`config.mk`:
```
export PLATFORM = sky130hd
export DESIGN_NAME = beam_scan_ctrl
export DESIGN_NICKNAME = d
export VERILOG_FILES = /design/src/rtl/beam_scan_pkg.sv /design/src/rtl/beam_energy_acc.sv /design/src/rtl/beam_scan_ctrl.sv
export SDC_FILE = /design/constraint.sdc
export NUM_CORES = 1
export LEC_CHECK = 0
export ABC_AREA = 1
export BUFFER_PORTS_ARGS = -buffer_cell sky130_fd_sc_hd__buf_2
export CAP_MARGIN = 20
export CORE_ASPECT_RATIO = 1.4
export CORE_MARGIN = 1.5
export CORE_UTILIZATION = 60
export CTS_CLUSTER_SIZE = 16
export DETAILED_ROUTE_END_ITERATION = 12
export PLACE_DENSITY = 0.89
export SETUP_SLACK_MARGIN = 0.1
export SLEW_MARGIN = 40
export SYNTH_ARGS = -nofsm -noshare
export SYNTH_HDL_FRONTEND = slang
export SYNTH_SLANG_ARGS = --single-unit
export TNS_END_PERCENT = 10
```
`constraint.sdc`:
```
create_clock -name clk -period 6.06 [get_ports clk]
set_clock_uncertainty 0.05 [all_clocks]
set_input_delay 0.909 -clock clk [delete_from_list [all_inputs] [get_ports clk]]
set_output_delay 0.909 -clock clk [all_outputs]
set_load 0.005 [all_outputs]
```
`src/rtl/beam_scan_pkg.sv`:
```
`default_nettype none
// +----------------------------------------------------------------------+
// | beam_scan_pkg                                                        |
// | Shared types, widths and the saturating magnitude helper.            |
// | Rev 1.0                                                              |
// +----------------------------------------------------------------------+
package beam_scan_pkg;

    localparam int SEL_W     = 5;
    localparam int PCM_W_DEF = 19;
    localparam int ACC_W_DEF = 27;

    typedef enum logic [2:0] {
        ST_IDLE    = 3'd0,
        ST_SETTLE  = 3'd1,
        ST_MEASURE = 3'd2,
        ST_COMPARE = 3'd3,
        ST_FINISH  = 3'd4
    } scan_state_t;

    // The lone most-negative code has no positive twin, so it clips to full scale.
    function automatic logic [31:0] sat_abs(input logic signed [31:0] x, input int width);
        logic [31:0] mag;
        mag = x[31] ? 32'(-x) : 32'(x);
        if (mag == (32'd1 << (width - 1))) begin
            mag = mag - 32'd1;
        end
        return mag;
    endfunction

endpackage
`default_nettype wire

```
`src/rtl/beam_energy_acc.sv`:
```
`default_nettype none
// +----------------------------------------------------------------------+
// | beam_energy_acc                                                      |
// | Sums saturated magnitudes of beam samples over a dwell window.       |
// | Rev 1.0                                                              |
// +----------------------------------------------------------------------+
module beam_energy_acc
    import beam_scan_pkg::*;
#(
    parameter int PCM_W = PCM_W_DEF,
    parameter int ACC_W = ACC_W_DEF
) (
    input  logic                    clk,
    input  logic                    rst,
    input  logic                    clear,
    input  logic                    enable,
    input  logic signed [PCM_W-1:0] sample,
    output logic [ACC_W-1:0]        acc
);

    logic [31:0]      w_mag;
    logic [ACC_W-1:0] r_acc;

    assign w_mag = sat_abs(32'(sample), PCM_W);
    assign acc   = r_acc;

    always_ff @(posedge clk) begin
        if (rst || clear) begin
            r_acc <= '0;
        end else if (enable) begin
            r_acc <= r_acc + ACC_W'(w_mag);
        end
    end

endmodule
`default_nettype wire

```
`src/rtl/beam_scan_ctrl.sv`:
```
`default_nettype none
// +----------------------------------------------------------------------+
// | beam_scan_ctrl                                                       |
// | Sweeps steering codes, measures beam energy, steers to the loudest.  |
// | Option macro: BEAM_SCAN_HYST_EN (12.5% switching hysteresis).        |
// | Rev 1.0                                                              |
// +----------------------------------------------------------------------+
module beam_scan_ctrl
    import beam_scan_pkg::*;
#(
    parameter int NUM_DIRS       = 4,
    parameter int SETTLE_SAMPLES = 32,
    parameter int DWELL_SAMPLES  = 256,
    parameter int PCM_W          = PCM_W_DEF,
    parameter int ACC_W          = ACC_W_DEF
) (
    input  logic                    clk,
    input  logic                    rst,
    input  logic                    sample_valid,
    input  logic signed [PCM_W-1:0] beam_sample,
    input  logic                    start,
    input  logic                    continuous,
    input  logic                    manual_en,
    input  logic [SEL_W-1:0]        manual_sel,
    output logic [SEL_W-1:0]        delay_select,
    output logic                    busy,
    output logic                    done,
    output logic [SEL_W-1:0]        best_dir,
    output logic [ACC_W-1:0]        best_energy
);

    localparam int CNT_MAX = (SETTLE_SAMPLES > DWELL_SAMPLES) ? SETTLE_SAMPLES : DWELL_SAMPLES;
    localparam int CNT_W   = $clog2(CNT_MAX + 1);

    scan_state_t      r_state;
    logic [SEL_W-1:0] r_dir;
    logic [SEL_W-1:0] r_run_dir;
    logic [ACC_W-1:0] r_run_best;
    logic [CNT_W-1:0] r_cnt;
    logic [ACC_W-1:0] w_acc;
    logic             w_take;
    logic [SEL_W-1:0] w_win_dir;
    logic [ACC_W-1:0] w_win_e;
    logic [SEL_W-1:0] w_new_dir;
    logic [ACC_W-1:0] w_new_e;

    // Accumulator is held clear throughout SETTLE so each dwell starts from zero.
    beam_energy_acc #(
        .PCM_W (PCM_W),
        .ACC_W (ACC_W)
    ) u_acc (
        .clk    (clk),
        .rst    (rst),
        .clear  (r_state == ST_SETTLE),
        .enable (!manual_en && (r_state == ST_MEASURE) && sample_valid),
        .sample (beam_sample),
        .acc    (w_acc)
    );

    assign w_take    = (r_dir == '0) || (w_acc > r_run_best);
    assign w_win_dir = w_take ? r_dir : r_run_dir;
    assign w_win_e   = w_take ? w_acc : r_run_best;

`ifdef BEAM_SCAN_HYST_EN
    logic [ACC_W-1:0] r_dir_e [NUM_DIRS];
    logic             r_have_best;
    logic [ACC_W-1:0] w_old_e;
    logic [ACC_W:0]   w_thresh;
    logic             w_switch;

    // Energy seen this sweep at the direction currently being steered to.
    always_comb begin
        w_old_e = '0;
        for (int i = 0; i < NUM_DIRS; i++) begin
            if (best_dir == SEL_W'(i)) begin
                w_old_e = r_dir_e[i];
            end
        end
        if (best_dir == r_dir) begin
            w_old_e = w_acc;
        end
    end

    assign w_thresh  = (ACC_W+1)'(best_energy) + (ACC_W+1)'(best_energy >> 3);
    assign w_switch  = !r_have_best || ((ACC_W+1)'(w_win_e) > w_thresh);
    assign w_new_dir = w_switch ? w_win_dir : best_dir;
    assign w_new_e   = w_switch ? w_win_e : w_old_e;

    always_ff @(posedge clk) begin
        if (rst) begin
            for (int i = 0; i < NUM_DIRS; i++) begin
                r_dir_e[i] <= '0;
            end
            r_have_best <= 1'b0;
        end else if (!manual_en && (r_state == ST_COMPARE)) begin
            for (int i = 0; i < NUM_DIRS; i++) begin
                if (r_dir == SEL_W'(i)) begin
                    r_dir_e[i] <= w_acc;
                end
            end
            if (r_dir == SEL_W'(NUM_DIRS - 1)) begin
                r_have_best <= 1'b1;
            end
        end
    end
`else
    assign w_new_dir = w_win_dir;
    assign w_new_e   = w_win_e;
`endif

    always_ff @(posedge clk) begin
        if (rst) begin
            r_state      <= ST_IDLE;
            r_dir        <= '0;
            r_run_dir    <= '0;
            r_run_best   <= '0;
            r_cnt        <= '0;
            delay_select <= '0;
            busy         <= 1'b0;
            done         <= 1'b0;
            best_dir     <= '0;
            best_energy  <= '0;
        end else begin
            done <= 1'b0;
            if (manual_en) begin
                r_state      <= ST_IDLE;
                r_cnt        <= '0;
                busy         <= 1'b0;
                delay_select <= manual_sel;
            end else begin
                unique case (r_state)
                    ST_IDLE: begin
                        delay_select <= best_dir;
                        if (start) begin
                            r_state      <= ST_SETTLE;
                            r_dir        <= '0;
                            r_cnt        <= '0;
                            delay_select <= '0;
                            busy         <= 1'b1;
                        end
                    end
                    ST_SETTLE: begin
                        if (sample_valid) begin
                            if (r_cnt == CNT_W'(SETTLE_SAMPLES - 1)) begin
                                r_cnt   <= '0;
                                r_state <= ST_MEASURE;
                            end else begin
                                r_cnt <= r_cnt + CNT_W'(1);
                            end
                        end
                    end
                    ST_MEASURE: begin
                        if (sample_valid) begin
                            if (r_cnt == CNT_W'(DWELL_SAMPLES - 1)) begin
                                r_cnt   <= '0;
                                r_state <= ST_COMPARE;
                            end else begin
                                r_cnt <= r_cnt + CNT_W'(1);
                            end
                        end
                    end
                    ST_COMPARE: begin
                        r_run_best <= w_win_e;
                        r_run_dir  <= w_win_dir;
                        // Publish on the last compare so done is high during FINISH.
                        if (r_dir == SEL_W'(NUM_DIRS - 1)) begin
                            r_state      <= ST_FINISH;
                            done         <= 1'b1;
                            best_dir     <= w_new_dir;
                            best_energy  <= w_new_e;
                            delay_select <= w_new_dir;
                        end else begin
                            r_state      <= ST_SETTLE;
                            r_dir        <= r_dir + SEL_W'(1);
                            delay_select <= r_dir + SEL_W'(1);
                        end
                    end
                    ST_FINISH: begin
                        if (continuous) begin
                            r_state      <= ST_SETTLE;
                            r_dir        <= '0;
                            r_cnt        <= '0;
                            delay_select <= '0;
                        end else begin
                            r_state <= ST_IDLE;
                            busy    <= 1'b0;
                        end
                    end
                    default: r_state <= ST_IDLE;
                endcase
            end
        end
    end

endmodule
`default_nettype wire

```
Word-level counts from Yosys, hierarchy flattened
Cells that the tools add are included.

word-level totals
  register bits after elaboration = 115
  bits in latches = 0
  logic and storage cells = 87
  input port bits = 30
  bits in writable memories = 0
  memories = 0
  ROM bits = 0
  output and inout bits = 39

operators by class
  add/sub/neg operators = 5
  multipliers = 0
  order comparisons = 1
  bitwise logic cells = 2
  equal/unequal tests = 17
  divide/modulo/power cells = 0
  reduce and logical (&&, ||, !) cells = 20
  shifts and indexed selects = 0
  mux-type cells = 31

operators with widths
  cell                                                    count
  two-way mux 27 bit                                      2
  two-way mux 9 bit                                       6
  one-hot mux 9 bit (4 select lines)                      1
  two-way mux 5 bit                                       7
  equality test 32 x 19 -> 1 bit (second input constant)  1
  two-way mux 32 bit                                      1
  negation 19 -> 32 bit                                   1
  one-hot mux 5 bit (3 select lines)                      2
  adder 27 bit                                            1
  greater-than comparator 27 bit                          1
  subtractor 27 x 1 -> 27 bit (second input constant)     1
  two-way mux 3 bit                                       6
  one-hot mux 3 bit (5 select lines)                      1
  AND reduction 5 bit                                     3
  inequality test 2 bit (second input constant)           7
  adder 9 x 1 -> 9 bit (second input constant)            1
  equality test 9 x 5 -> 1 bit (second input constant)    1
  equality test 9 x 8 -> 1 bit (second input constant)    1
  nonzero test 4 bit                                      2
  equality test 3 x 2 -> 1 bit (second input constant)    2
  AND reduction 3 bit                                     2
  adder 5 x 1 -> 5 bit (second input constant)            1
  equality test 5 x 2 -> 1 bit (second input constant)    1
  zero test 5 bit                                         1
  other kinds (16)                                        23

Depth between registers and ports, before layout
  word-level depth = 6
  gate-level depth with buffers = 24
  depth with buffers taken out = 24

Cells and area by module
Synthesis repeated with hierarchy kept, for this count alone.

second synthesis, totals
  cell total of the unflattened synthesis = 1395
  area total of the unflattened synthesis = 8635.8 sq um

by module, submodules not included
  module           seq. area each (sq um)  times used  area an instance (sq um)  cells an instance
  beam_scan_ctrl   1761.7                  1           5004.8                    718
  beam_energy_acc  540.5                   1           3631.0                    677

Worst setup path before layout
No wires, ideal clock.

  path kind = input-to-reg
  start = input port beam_sample[0]
  end = register u_acc.r_acc[18], in the netlist u_acc.acc[18]
  arrival time = 3807 ps
  path slack = 2088 ps
  required time = 5895 ps
  path buffers = 0
  setup time = 115 ps
  stages on the path = 22
  cells stage by stage = inv_1 > ha_1 > nand3_1 > nor3_2 > nand2_1 > nor3_4 > nand4_1 > nor2_2 > inv_2 > nand2_1 > o21ai_0 > fa_1 > nand4_1 > nand3_1 > a21oi_1 > o21ai_1 > nand3_1 > nand2_1 > nand2_1 > nand2_1 > o21ai_0 > inv_1

between the ends
  cells in the longest elaborated chain, start to end = 5
  elaborated cells between the ends (all ways) = 6
  those cells by class = add/sub (3); eq/ne (1); mux (2)

ends and longest elaborated chain
  what                                                                                  RTL line                                  text
  start, declared                                                                       beam_scan_ctrl.sv:20                      input logic signed [PCM_W-1:0] beam_sample,
  negation 19 -> 32 bit                                                                 beam_scan_pkg.sv:24                       mag = x[31] ? 32'(-x) : 32'(x);
  two-way mux 32 bit (*)                                                                beam_scan_pkg.sv:24
  subtractor 27 x 1 -> 27 bit / equality test 32 x 19 -> 1 bit (equally long branches)  beam_scan_pkg.sv:26, beam_scan_pkg.sv:25
  two-way mux 27 bit (*)                                                                beam_scan_pkg.sv:25                       if (mag == (32'd1 << (width - 1))) begin
  adder 27 bit (*)                                                                      beam_energy_acc.sv:31                     r_acc <= r_acc + ACC_W'(w_mag);
  end signal, assigned                                                                  beam_energy_acc.sv:31
  end, declared                                                                         beam_energy_acc.sv:22                     logic [ACC_W-1:0] r_acc;

Mark *: on every way between the ends. The rest lies on a longest branch, timed or not.
A chain may end at the register's enable or synchronous reset.

Worst setup path after layout
Same ends and word-level chain as after synthesis.

==> results.md <==
- # hold bufs at CTS: 0
- Cell Rows: 49
- Unrepaired setup endpoints after global routing: false
- Dpl cell area: 8240 sq um
- CTS H-tree depth: 4
- Drt wl/cell: 14.2 um
- Clk slew on worst S/H paths: 0.06 ns
- Asr flop ratio synth: 0%
- Vias in the first global route: about 8000
- Max Root-Sink Buffers: 2
- Post-synth top area share: 29.4%
- Maximum clock rate: 230 MHz
- I/O Pins: 69
- Post-synthesis sequential area ratio: 29.4%
- Power per cell area: between 200 and 250 nW/um^2
- Most common cell after layout, fill and taps aside: nand2_1
- Final net count: 1360
- Die Wd: 99.6 um
- Relative max-transition margin: slightly below 60%
- DRC violations left: 0
- Layout cells sized above 1: 11.6%
- Post-synth EDFFs: 0
- Grt total ovfl: 0
- Area Growth Syn to Fin: 13.2%
- Avg Cell Area, Syn: 6.52 sq um
- TritonCTS clock tree: done
- Slew @ Worst Pin: 0.627 ns
- Initial antenna violation count: 0
- Core box area: about 13000 sq um
- Clock root cell: clkbuf_16
- Post-route cell area: 8880 sq um
- Skew-Pair Late Insertion Delay: 0.42 ns
- CTS resizes: 0
- Final WS setup: 1.71 ns
- First-pass GRT wire length: ~35 mm
- Synthesis-stage register bit count: 115
- Post-Synthesis Cells: 1203
- Crit path max fanout: 8
- Final GP Congestion: ~0.93
- WP data required: roughly 6.3 ns
- Hold Path Class: flip-flop to flip-flop
- Cts bufs inserted: 17
- Netlist Area Pre-Place: 7840 sq um
- Cell taking the most area after synthesis: dfxtp_1
- VDD IR max: 0.127 mV
- Fin. max-slew vios: 0
- Pre-CTS setup slack: 1.47 ns
- Worst setup path class: input pin to flip-flop
- Total power: 2120 uW
- Pin count of the biggest net entering global routing: 58
- Sink Count: 115
- Sum Neg Setup Slack: 0 ns
- Commonest non-fill, non-tap cells in the layout: nand2_1 (227), nor2_1 (191), inv_1 (171), dfxtp_1 (115), o21ai_0 (109)
- # Post-CTS Setup Buffers: 0
- Distinct cells, synth: 51
- Maxcap violations: 0
- Via count: 8090
- Total track usage: 30.5%
- Yosys Warn Count: 0
- Synth area leaders: dfxtp_1 (29%), nand2_1 (11%), ha_1 (10%)
- Die area: 13800 sq um
- Final Cycle Share: 71.8%
- Post-route antenna net violation count: 0
- Via density: between 5 and 6
- Area occupied by registers: around 2300 sq um
- Filler cells: approximately 1100
- Tmin final: 4.35 ns
- Number of diodes: 0
- CP startpoint kind: input pin
- Outcome: completed
- PortBufs: 68
- Pre-antenna DRT Iters: 5
- Ys flop type: dfxtp_1
- Endpoints failing hold: 0
- Final number of setup-violating endpoints: 0
- DP HPWL: 14.6 mm
- Starting density of the core: 61.2%
- Worst Path Arrival: 4.60 ns
- Initial DRC Count: 431
- Die Ht: between 100 and 150 um
- Drt total wl: between 20 and 25 mm
- Leakage Power: 0.00444 uW
- Element type at the critical path end: flip-flop
- Multi-input gate area: 4730 sq um
registers in the layout, indices dropped and copies added, names as in the netlist:
name	cells
best_dir	5
best_energy	27
busy	1
delay_select	5
done	1
r_cnt	9
r_dir	5
r_run_best	27
r_run_dir	5
r_state	3
u_acc.acc	27
cell usage after synthesis, types with 2 or more instances:
cell,number
a211oi_1,6
a21o_1,8
a21oi_1,78
a21oi_2,4
a221oi_1,3
a31o_2,2
a31oi_1,3
buf_1,2
buf_12,2
buf_2,2
buf_4,2
buf_6,2
clkbuf_1,25
dfxtp_1,115
ha_1,63
inv_1,172
inv_2,5
nand2_1,227
nand2_2,5
nand3_1,50
nand3b_1,3
nand4_1,12
nor2_1,191
nor2_2,4
nor3_1,15
nor3_2,2
nor4_1,2
o211ai_1,12
o21ai_0,109
o21ai_1,17
o21ai_2,7
o21bai_1,2
o221ai_1,2
o31ai_1,2
or2_2,11
xnor2_1,5
xor2_1,17
per-layer routing:
metal  share of wire, %  wire, um  vias up  global-route usage (%)
met5                  0         0        -                       0
met4                4.3       879        0                    16.5
met3                5.4      1090       81                    5.36
met2                 51     10300      288                    54.7
met1                 39      8010     3690                    33.8
li1                   -         -     4031                       -
cell families after synthesis:
| logic type | count (synthesis) | synth area share (%) |
|---|---|---|
| xor+xnor | 22 | 2.46 |
| fa+ha+maj | 64 | 10.3 |
| buf+inv | 212 | 10.9 |
| compound gates | 261 | 18.8 |
| other cells | 1 | 0.0478 |
| simple gates | 528 | 28.1 |
| flops | 115 | 29.4 |
metrics by stage:
| stage | hold WS [ns] | utilization (%) | std cells |
|---|---|---|---|
| 6_report | 0.411 | 69.3 | 1432 |
| 3_3_place_gp | 0.396 | 64.3 | 1400 |
| 3_5_place_dp | 0.402 | 64.3 | 1400 |
| 4_1_cts | 0.411 | 69.2 | 1432 |
| 2_1_floorplan | 0.385 | - | 1211 |
| 5_1_grt | 0.434 | 69.3 | 1432 |
path summary, 6_finish.rpt:
kind / from / end / slack, ns / depth (start not counted)
worst max-delay path: beam_sample[0] / u_acc.acc[18] / 1.71 / 23
worst min-delay path: busy / busy / 0.41 / 2
worst min register to register: busy / busy / 0.41 / 2
worst max register to register: r_run_best[26] / best_energy[18] / 3.26 / 12
worst max-delay path, stage by stage:
cell and delay (ns):
buf_2 0.10, inv_1 0.11, ha_1 0.20, nand3_1 0.12, nor3_2 0.16, nand2_1 0.13, nor3_4 0.18, nand4_1 0.16
nor2_2 0.20, nand3_1 0.26, nand2_1 0.14, ha_1 0.28, a21o_1 0.21, nand2_1 0.06, nand3_1 0.19, a21oi_1 0.36
o21ai_1 0.18, nand3_1 0.11, nand2_1 0.06, nand2_1 0.08, nand2_1 0.06, o21ai_0 0.24, inv_1 0.08
power breakdown:
part	leakage [uW]	internal (uW)	switching, uW
combinational	0.00322	90.9	198
clock	0.000293	673	380
sequential	0.000928	768	11.5
total	0.00444	1530	589
final cells by class:
type	instances	area share, %
clock buffer	19	5.10
clock inverter	13	1.95
inverter	177	7.48
multi-input combinational	884	53.3
sequential	115	25.9
tap	153	2.16
timing repair buffer	71	4.12
Power figures use the tool's default switching activity.
